<file path="src/rtl/cdb_broadcast.sv">
// Common Data Bus producer: one-entry holding buffer per FU, round-robin
// grant, registered single broadcast per cycle toward the ROB.
//
// Ports:
//   clock, reset          : rising-edge clock, synchronous active-high reset
//   squash                : ROB head squash, flushes buffers and broadcast
//   fu_valid/rob_idx/value: per-FU result inputs (flattened, FU0 in LSBs)
//   fu_ready              : per-FU accept, combinational from state + squash
//   complete_enable       : registered broadcast valid
//   complete_rob_entry    : registered ROB tag being completed
//   value                 : registered broadcast value
//   cdb_full              : every holding buffer occupied
module cdb_broadcast #(
   parameter int NUM_FU      = 4,
   parameter int XLEN        = 32,
   parameter int ROB_IDX_LEN = 3
) (
   input  logic                          clock,
   input  logic                          reset,
   input  logic                          squash,
   input  logic [NUM_FU-1:0]             fu_valid,
   input  logic [NUM_FU*ROB_IDX_LEN-1:0] fu_rob_idx,
   input  logic [NUM_FU*XLEN-1:0]        fu_value,
   output logic [NUM_FU-1:0]             fu_ready,
   output logic                          complete_enable,
   output logic [ROB_IDX_LEN-1:0]        complete_rob_entry,
   output logic [XLEN-1:0]               value,
   output logic                          cdb_full
);

   localparam int PW = $clog2(NUM_FU);

   logic [NUM_FU-1:0]      r_buf_valid;
   logic [ROB_IDX_LEN-1:0] r_buf_idx [NUM_FU];
   logic [XLEN-1:0]        r_buf_val [NUM_FU];
   logic [PW-1:0]          r_rr_ptr;

   logic [NUM_FU-1:0]      w_grant;
   logic                   w_gnt_any;
   logic [PW-1:0]          w_gnt_idx;
   logic [PW-1:0]          w_nxt_ptr;

   // Scan from r_rr_ptr upward, wrapping; the first occupied buffer wins.
   always_comb begin
      logic [PW:0]   s;
      logic [PW-1:0] j;
      w_grant   = '0;
      w_gnt_any = 1'b0;
      w_gnt_idx = '0;
      s         = '0;
      j         = '0;
      for (int k = 0; k < NUM_FU; k++) begin
         s = {1'b0, r_rr_ptr} + (PW+1)'(k);
         if (s >= (PW+1)'(NUM_FU))
            s = s - (PW+1)'(NUM_FU);
         j = s[PW-1:0];
         if (!w_gnt_any && r_buf_valid[j]) begin
            w_gnt_any = 1'b1;
            w_gnt_idx = j;
         end
      end
      if (w_gnt_any)
         w_grant[w_gnt_idx] = 1'b1;
   end

   assign w_nxt_ptr = (w_gnt_idx == PW'(NUM_FU-1)) ?
                      '0 : w_gnt_idx + PW'(1);

   // A buffer being drained this cycle can take a new result at once.
   assign fu_ready = {NUM_FU{!squash}} & (~r_buf_valid | w_grant);
   assign cdb_full = &r_buf_valid;

   always_ff @(posedge clock) begin
      if (reset) begin
         r_buf_valid        <= '0;
         r_rr_ptr           <= '0;
         complete_enable    <= 1'b0;
         complete_rob_entry <= '0;
         value              <= '0;
         for (int i = 0; i < NUM_FU; i++) begin
            r_buf_idx[i] <= '0;
            r_buf_val[i] <= '0;
         end
      end else if (squash) begin
         r_buf_valid     <= '0;
         complete_enable <= 1'b0;
      end else begin
         if (w_gnt_any) begin
            complete_enable    <= 1'b1;
            complete_rob_entry <= r_buf_idx[w_gnt_idx];
            value              <= r_buf_val[w_gnt_idx];
            r_rr_ptr           <= w_nxt_ptr;
            r_buf_valid[w_gnt_idx] <= 1'b0;
         end else begin
            complete_enable <= 1'b0;
         end
         // Later assignment wins: a refill overrides the grant clear.
         for (int i = 0; i < NUM_FU; i++) begin
            if (fu_valid[i] && fu_ready[i]) begin
               r_buf_valid[i] <= 1'b1;
               r_buf_idx[i]   <=
                  fu_rob_idx[i*ROB_IDX_LEN +: ROB_IDX_LEN];
               r_buf_val[i]   <= fu_value[i*XLEN +: XLEN];
            end
         end
      end
   end

endmodule
</file>
<file path="config.mk">
export PLATFORM = sky130hd
export DESIGN_NAME = cdb_broadcast
export DESIGN_NICKNAME = d
export VERILOG_FILES = /design/src/rtl/cdb_broadcast.sv
export SDC_FILE = /design/constraint.sdc
export NUM_CORES = 1
export LEC_CHECK = 0
export CORE_MARGIN = 1.5
export CORE_UTILIZATION = 44
export CTS_CLUSTER_SIZE = 10
export DETAILED_ROUTE_END_ITERATION = 8
export GPL_TIMING_DRIVEN = 0
export PLACE_DENSITY_LB_ADDON = 0.08
export SETUP_SLACK_MARGIN = 0.4
export SYNTH_ARGS = -nofsm -noshare
export SYNTH_HDL_FRONTEND = slang
export SYNTH_SLANG_ARGS = --single-unit
</file>
<file path="constraint.sdc">
create_clock -name clock -period 6.1 [get_ports clock]
set_input_delay 0.61 -clock clock [delete_from_list [all_inputs] [get_ports clock]]
set_output_delay 0.61 -clock clock [all_outputs]
set_load 0.03 [all_outputs]
</file>
==> results of run 1 <==
worst max-delay path, stage by stage, from the launching register on:
cell and delay (ps):
dfxtp_1 320, buf_6 130, nor2b_4 160, a21boi_1 180, o31a_1 150, buf_6 210
buf_12 180, ha_1 180, nor2_1 70, nor2_1 130, clkdlybuf4s50_1 690
per-stage QoR:
stage / hold WS [ps] / setup slack [ps] / power, mW
finish: 468 / 2680 / 2.90
global route: 497 / 2520 / 3.00
CTS: 473 / 2650 / 2.92
detailed placement: 454 / 2770 / 1.87
global placement: 443 / 1510 / 1.86
floorplan: 508 / 3030 / 1.67
where the power goes:
part / switching, mW / leakage [nW] / internal (mW) / total (mW)
clock network: 0.452 / 0.281 / 0.610 / 1.06
registers: 0.0250 / 1.85 / 1.41 / 1.44
logic: 0.191 / 1.86 / 0.213 / 0.403
total: 0.668 / 3.99 / 2.23 / 2.90
cell families (layout without fill, tap and decap cells):
| kind of cell | count (synthesis) | in the layout | synth area share, % |
|---|---|---|---|
| fa+ha+maj | 1 | 1 | 0.159 |
| xor+xnor | 1 | 1 | 0.111 |
| flops | 182 | 182 | 64.1 |
| buf+inv | 43 | 264 | 5.31 |
| mux | 70 | 70 | 8.90 |
| simple gates | 213 | 213 | 15.4 |
| compound gates | 60 | 60 | 6.02 |
layout make-up:
type,instances,area (um^2)
Clock buffer,18,439
Fill cell,1392,6740
Inverter,3,11.3
Clock inverter,14,134
Tap cell,225,282
Sequential cell,182,5040
Multi-Input combinational cell,345,2420
Buffer,40,407
Timing Repair Buffer,189,1940
flip-flops by register name (all words and copies together) (netlist names):
name                flops
r_buf_val             128
value                  32
r_buf_idx              12
r_buf_valid             4
complete_rob_entry      3
r_rr_ptr                2
complete_enable         1
layer usage:
metal	global-route usage, %	vias to the layer above
li1	-	2469
met1	26.3	2493
met2	37.9	167
met3	4.52	19
met4	6.56	2
met5	0	-
synthesized netlist by cell type, types with 2 or more instances:
master / number
buf_12: 7
mux2i_1: 70
a221oi_1: 2
o21ai_0: 4
buf_4: 3
clkbuf_8: 10
nor2b_4: 2
a21oi_1: 4
nor3_1: 5
a211oi_1: 2
clkbuf_1: 10
nand2_1: 39
dfxtp_1: 42
clkbuf_2: 3
o21a_1: 4
nand2b_1: 2
a21o_1: 2
o22ai_1: 2
buf_6: 3
edfxtp_1: 140
nor2_1: 15
and2_1: 140
nor2b_1: 2
buf_2: 4
o221ai_1: 35
inv_1: 3
final timing paths:
path	startpoint	endpoint	slack [ps]
setup / recovery	r_buf_valid[2]	fu_ready[2]	2680
hold / removal	value[10]	value[10]	470
setup reg to reg	r_buf_valid[2]	r_buf_val[2][13]	2920
hold reg to reg	value[10]	value[10]	470
==> impl_metrics.yaml, run 1 <==
logic_synthesis:
  synthDistinctLibCells: 41
  synth.avg_cell_area_um2: 13.8
  syn_nets: 718
  yosysTopAreaCell: "edfxtp_1"
  syn_inst: 570
  ys_ff_latch: 182
  synth_edf_count: 140
  synth_area_leaders: "edfxtp_1 53%, and2_1 11%, dfxtp_1 11%, mux2i_1 8.9%, o221ai_1 3.9%"
  synth_ff_type: "edfxtp_1"
  synth_top_area_share_pct: 53.4
  syn_area_um2: 7870
  async_flop_share_pct: 0
  ys_seq_area_share_pct: 64.1
  synth-warning-count: 0
global_route:
  grt_usage_pct: 21.5
  grt_max_degree: 36
  grt_pass1_vias: 5400
  grt_pass1_wl_um: 29100
  overflow: 0
  antenna_found_initial: 1
clock_tree:
  cts_buffers: 17
  cts_sinks: 182
  postCtsSetupRepairBufs: 0
  clock_latency_ps: 420
  cts-root-buf: "clkbuf_16"
  ctsHoldBuffers: 0
  cts_tree: "built"
  cts-resized-gates: 0
  cts_max_level: 4
  cts_buffer_depth: 2
  clk_pin_slew_ps: 60
route:
  vias: 5150
  maxUsedRoutingLayer: "met5"
  vias_per_cell: 5.07
  drt_iter0_markers: 333
  wl_met1_um: 7940
  wl_met2_um: 10000
  wl_met3_um: 1060
  wire_per_inst_um: 19.0
  wl_um: 19300
  antenna_left: 0
  drt_drc_violations_left: 0
  dr.pass1.iters: 4
pwr:
  leakagePower_nw: 3.99
  power_density_nw_per_um2: 272
  ir_drop_mv: 0.194
floorplanning:
  core-area_um2: 17400
  dieHeight_um: 137
  dieArea_um2: 18700
  pin_count: 188
  initial_core_util_pct: 45.2
  die_x_um: 137
  rows: 48
final_layout:
  final_util_pct: 61.3
  drive_gt1_share_pct: 9.23
  area_growth_pct: 35.6
  nets: 926
  antenna-diode-count: 0
  layout_common_cells: "186 x clkdlybuf4s50_1, 140 x and2_1, 140 x edfxtp_1"
  finalNonFillerCells: 1016
  stdcell_area_um2: 10700
  layout_commonest_cell: "clkdlybuf4s50_1"
timing:
  rsz0062_at_grt: "no"
  clock-skew-final_ps: 5.54
  hold_viol: 0
  relSlewSlack_pct: 27.3
  finalCritPeriodShare_pct: 56.0
  maxSlewViolCount: 0
  setup_viol: 0
  finalWorstPathRequiredPeriod_ps: 3420
  fmax_mhz: 293
  tns_ps: 0
  tightest_slew_ps: 1090
min_path:
  hold_depth: 2
  hold_path.class: "flip-flop to flip-flop"
place:
  gp_congestion: 0.859
  dp_hpwl_um: 13500
  place_inst: 984
  dpl_cell_area_um2: 10100
  io_buffers: 186
critical_path:
  path_max_fanout: 10
  path_class: "flip-flop to primary output"
  critPathLaunchType: "flip-flop"
  crit_required_ps: 5490
  worstPathArrival_ps: 2810
  reg2reg_depth: 11
  endpoint_kind: "primary output"
flow_run:
  maxCapViolCount: 0
status:
  status: "complete, no violations"
Power figures use the tool's default switching activity.
==> run 2, diff against run 1 <==
==> constraint.sdc (replaced) <==
create_clock -name clock -period 3.1 [get_ports clock]
set_input_delay 0.31 -clock clock [delete_from_list [all_inputs] [get_ports clock]]
set_output_delay 0.31 -clock clock [all_outputs]
set_load 0.03 [all_outputs]
==> run 2 against run 1 <==
  * First-iteration DRC count shrank 11%
  * Core utilization grew 0.41 points
  * Non-clock buffer count grew 2
  * Critical endpoint unchanged
  * Design area grew 0.67%
  * Global-route usage shrank 0.43 points
  * Critical path depth is the same
  * Count of clock-buffer cells in the layout grew 2
  * Worst setup slack lost 2200 ps
  * Clock power grew 100%
  * Critical path type unchanged
  * Hold slack lost 59 ps
  * Via count grew 0.68%
==> impl_metrics.yaml, run 2 (synthesis results as in run 1) <==
final_layout:
  nets: 929
  stdcell_area_um2: 10700
  top_register: "r_buf_val"
  largest_reg_flops: 128
  top_regs: "r_buf_val (128), value (32), r_buf_idx (12)"
  drive_gt1_share_pct: 10.3
  layout_common_cells: "185 x clkdlybuf4s50_1, 140 x and2_1, 140 x edfxtp_1"
  layout_commonest_cell: "clkdlybuf4s50_1"
  antenna-diode-count: 0
  area_growth_pct: 36.5
route:
  drt_drc_violations_left: 0
  wire_per_inst_um: 19.4
  dr.pass1.iters: 4
  drt_iter0_markers: 298
  wl_um: 19700
  vias: 5185
  antenna_left: 0
  vias_per_cell: 5.09
floorplanning:
  dieArea_um2: 18700
  rows: 48
  core-area_um2: 17400
  pin_count: 188
  dieHeight_um: 137
  initial_core_util_pct: 45.2
  die_x_um: 137
global_route:
  overflow: 0
  grt_pass1_vias: 5356
  grt_usage_pct: 21.1
  grt_pass1_wl_um: 28700
  antenna_found_initial: 0
  grt_max_degree: 36
critical_path:
  cp.depth: 10
  rr_startpoint: "r_buf_valid[2]"
  path_max_fanout: 10
  path_buf_inv: 4
  path_class: "flip-flop to primary output"
  crit_required_ps: 2790
  reg2reg_depth: 11
  rrSetupSlack_ps: 600
  worstPathArrival_ps: 2300
  crit_family: "buffers and inverters"
  endpoint_kind: "primary output"
  crit_chain: "buf_6, nor2b_4, a21boi_1, o31a_1, buf_12, buf_12, ha_2, nor2_4, nor2_4, buf_6"
  critPathLaunchType: "flip-flop"
  timing.rr.end: "r_buf_val[2][30]"
  cpPeakStageDelay_ps: 330
  cp_slowest_cell: "o31a_1"
timing:
  hold_viol: 0
  maxSlewViolCount: 0
  relSlewSlack_pct: 29.8
  clock-skew-final_ps: 8.09
  finalCritPeriodShare_pct: 84.2
  fmax_mhz: 383
  finalWorstPathRequiredPeriod_ps: 2610
  tightest_slew_ps: 1050
  rsz0062_at_grt: "no"
  setup_viol: 0
min_path:
  hold_path.class: "input port to flip-flop"
  hold_path.startpoint: "reset"
  hold_depth: 2
  holdPathEnd: "r_rr_ptr[0]"
status:
  status: "complete, no violations"
clock_tree:
  cts_tree: "built"
  cts_buffers: 17
  cts-root-buf: "clkbuf_16"
  cts_max_level: 4
  cts_sinks: 182
  clock_latency_ps: 430
  cts_buffer_depth: 2
  ctsHoldBuffers: 0
  clk_pin_slew_ps: 70
place:
  io_buffers: 186
  dpl_cell_area_um2: 10100
  gp_congestion: 0.834
  dp_hpwl_um: 13400
pwr:
  p_total_mw: 5.79
  leakagePower_nw: 4.00
  ir_drop_mv: 0.390
  power_density_nw_per_um2: 539
flow_run:
  maxCapViolCount: 0
-- run 2: power breakdown --
part           leakage [nW]  total (mW)  internal [mW]  switching (mW)
clock                 0.276        2.15           1.23           0.930
combinational          1.88       0.811          0.425           0.386
sequential             1.85        2.83           2.78          0.0484
-- run 2: metrics by stage --
| step | util (%) | setup WS (ps) | TNS, ps | cells | hold WS, ps |
|---|---|---|---|---|---|
| 2_1_floorplan | - | 495 | 0 | 570 | 426 |
| 6_report | 61.7 | 489 | 0 | 1019 | 409 |
| 3_5_place_dp | 57.9 | 10.4 | 0 | 983 | 455 |
| 3_3_place_gp | 57.6 | -16.9 | -105 | 981 | 445 |
| 5_1_grt | 61.7 | 404 | 0 | 1019 | 439 |
| 4_1_cts | 61.3 | 376 | 0 | 1015 | 313 |
-- run 2: worst max path at each step --
stage	start	end	slack [ps]
after CTS	r_buf_valid[2]	fu_ready[2]	380
after global routing	r_buf_valid[2]	fu_ready[2]	400
final	r_buf_valid[2]	fu_ready[2]	490
after global placement	r_buf_valid[2]	r_buf_val[2][23]	-20
after floorplan	r_buf_valid[2]	r_buf_idx[2][0]	490
after detailed placement	r_buf_valid[2]	r_buf_val[2][13]	10
-- run 2: worst register-to-register path, stage by stage (launching register included) --
cell and delay (ps):
dfxtp_1 310, buf_6 130, nor2b_4 130, a21boi_1 120, o31a_1 330, buf_12 140
buf_12 140, ha_2 200, nor2_4 180, nor2_4 70, buf_4 160, a21o_4 310
-- run 2: cell type report --
cell class | count | area [um^2]
inverter | 3 | 11.3
fill | 1395 | 6670
clock inverter | 12 | 145
tap | 225 | 282
buffer | 40 | 417
clock buffer | 20 | 447
multi-input combinational | 346 | 2470
timing repair buffer | 191 | 1930
sequential | 182 | 5040
-- run 2: what timing repair did --
| item | CTS | global route |
|---|---|---|
| endpoints found under the setup margin | 31 | 47 |
| buffers inserted | 0 | 3 |
| cloned | 0 | 1 |
| endpoints found under the hold margin | 0 | 0 |
| resized for setup | 9 | 10 |
| pin swaps | 0 | 4 |
-- run 2: per-layer routing --
| metal | track usage (%) | up-vias | wire (um) |
|---|---|---|---|
| li1 | - | 2476 | - |
| met1 | 26.1 | 2506 | 8040 |
| met2 | 36.7 | 171 | 10100 |
| met3 | 3.89 | 32 | 1140 |
| met4 | 7.68 | 0 | 435 |
| met5 | 0 | - | 0 |
==> run 3, diff against run 2 <==
==> constraint.sdc (replaced) <==
create_clock -name clock -period 2.33 [get_ports clock]
set_input_delay 0.233 -clock clock [delete_from_list [all_inputs] [get_ports clock]]
set_output_delay 0.233 -clock clock [all_outputs]
set_load 0.03 [all_outputs]
==> run 3 against run 2 <==
  * The run now ends with negative setup slack left
  * Combinational power is 60% higher
  * Clock skew up 3.7 ps
  * Clock power increased by 37%
  * First-iteration DRC count decreased by 0.34%
  * Design area grew 7.0%
  * Hold slack better by 29 ps
  * Sequential share of layout area is 3.0 points lower
  * Die area did not move
  * Power is 38% higher
  * Critical path depth is 3 higher
  * Global-route usage grew 1.2 points
  * Critical path type is now flip-flop to flip-flop
  * Largest cell class unchanged
  * Largest power group unchanged
  * Highest routed layer unchanged
==> impl_metrics.yaml, run 3 (synthesis results as in run 1) <==
status:
  status: "finished, violations left"
  violations: "negative setup slack"
timing:
  holdWs_ps: 439
  setup_viol: 44
  maxSlewViolCount: 0
  setup_ws_ps: -72.3
  rsz0062_at_grt: "yes"
  hold_viol: 0
  finalCritPeriodShare_pct: 103
  relSlewSlack_pct: 20.6
  finalWorstPathRequiredPeriod_ps: 2400
  tightest_slew_ps: 1190
  fmax_mhz: 416
  clock-skew-final_ps: 11.8
  tns_ps: -1550
critical_path:
  cp_slowest_cell: "dfxtp_2"
  worstPathArrival_ps: 2590
  critPathLaunchType: "flip-flop"
  endpoint_kind: "flip-flop"
  path_max_fanout: 5
  path_class: "flip-flop to flip-flop"
  crit_chain: "buf_6, nor2b_4, a21boi_2, o31a_1, buf_12, buf_12, ha_4, nor2_4, buf_6, nor2_4, buf_12, clkbuf_8, and2_1"
  cpPeakStageDelay_ps: 320
  rrSetupSlack_ps: -70
  reg2reg_depth: 13
  crit_required_ps: 2520
  cpMostUsedCell: "buf_12"
route:
  vias_per_cell: 5.17
  vias: 5443
  antenna_left: 0
  dr.pass1.iters: 4
  drt_iter0_markers: 297
  wl_um: 21800
  wire_per_inst_um: 20.7
  drt_drc_violations_left: 0
place:
  place_inst: 981
  place_ws_ps: -588
  dpl_cell_area_um2: 10100
  dp_hpwl_um: 13300
  io_buffers: 186
  gp_congestion: 0.839
final_layout:
  antenna-diode-count: 0
  finalNonFillerCells: 1053
  nets: 963
  stdcell_area_um2: 11500
  layout_commonest_cell: "clkdlybuf4s50_1"
  top_register: "r_buf_val"
  area_growth_pct: 46.1
  drive_gt1_share_pct: 21.5
  largest_reg_flops: 128
  layout_common_cells: "181 x clkdlybuf4s50_1, 140 x edfxtp_1, 120 x and2_1"
  top_regs: "r_buf_val (128), value (32), r_buf_idx (12)"
  final_util_pct: 66.0
  fill_cells: 1301
pwr:
  ir_drop_mv: 0.538
  switching_share_pct: 23.5
  seqPwrFrac_pct: 47.1
  p_sw_mw: 1.88
  combPwrFrac_pct: 16.2
  leakagePower_nw: 4.35
  power_density_nw_per_um2: 697
  clkPwrFrac_pct: 36.6
  p_total_mw: 8.01
  power.internal_mw: 6.13
global_route:
  grt_pass1_vias: 5577
  antenna_found_initial: 0
  grt_pass1_wl_um: 30300
  grt_usage_pct: 22.3
  overflow: 0
  grt_max_degree: 36
floorplanning:
  initial_core_util_pct: 45.2
  pin_count: 188
  core-area_um2: 17400
  die_x_um: 137
  dieHeight_um: 137
  dieArea_um2: 18700
  rows: 48
clock_tree:
  clk_pin_slew_ps: 70
  cts-root-buf: "clkbuf_16"
  clock_latency_ps: 430
  cts_max_level: 4
  cts_buffer_depth: 2
  cts_tree: "built"
  cts_buffers: 17
  cts_sinks: 182
flow_run:
  maxCapViolCount: 0
min_path:
  hold_path.class: "input port to flip-flop"
  hold_depth: 2
run 3: cell types whose count changed in the layout (fill, tap and decap cells not counted), moves of 6 or more:
| cell | previous run | this run |
|---|---|---|
| mux2i_1 | 70 | 54 |
| mux2i_2 | 0 | 13 |
| buf_4 | 6 | 21 |
| clkbuf_16 | 17 | 23 |
| buf_6 | 3 | 10 |
| and2_4 | 0 | 20 |
| clkbuf_1 | 11 | 3 |
| and2_1 | 140 | 120 |
run 3: repair_timing:
action / 4_1_cts / 5_1_grt
buffers inserted: 12 / 14
endpoints found under the setup margin: 255 / 304
gates resized for setup: 64 / 63
pin swaps: 12 / 41
hold buffers: 0 / 0
gates cloned: 6 / 8
run 3: critical path, delay by kind of cell, from the launching register on:
kind                     cells  cell delay (ps)
AO/OA/AOI/OAI                2              420
flip-flops                   1              320
AND/OR/NAND/NOR              4              460
adder cells (fa/ha/maj)      1              150
buffers and inverters        6              810
run 3: final cells by class:
type	count	area [um^2]	share of cell area [%]
Inverter	3	11.3	0.0979
Sequential cell	182	5050	43.9
Tap cell	225	282	2.45
Multi-Input combinational cell	350	2770	24.1
Timing Repair Buffer	221	2320	20.2
Clock inverter	13	155	1.35
Clock buffer	19	443	3.85
Buffer	40	467	4.06
run 3: power groups by stage:
stage	registers [mW]	clock network, mW	logic, mW
floorplan	3.88	0	0.510
global placement	3.83	0	1.04
detailed placement	3.84	0	1.05
CTS	3.77	2.97	1.12
global route	3.79	3.08	1.37
finish	3.78	2.94	1.30
run 3: layer usage:
| layer | up-vias | global-route usage (%) | routed length, um |
|---|---|---|---|
| li1 | 2564 | - | - |
| met4 | 0 | 8.27 | 429 |
| met3 | 26 | 4.30 | 1130 |
| met1 | 2655 | 27.8 | 9220 |
| met5 | - | 0 | 0 |
| met2 | 198 | 38.5 | 11000 |
run 3: path summary, 6_finish.rpt:
path / startpoint / to
worst max register to register: r_buf_valid[2] / r_buf_val[2][12]
worst min register to register: value[30] / value[30]
worst max-delay path: r_buf_valid[2] / r_buf_val[2][12]
worst min-delay path: squash / complete_enable
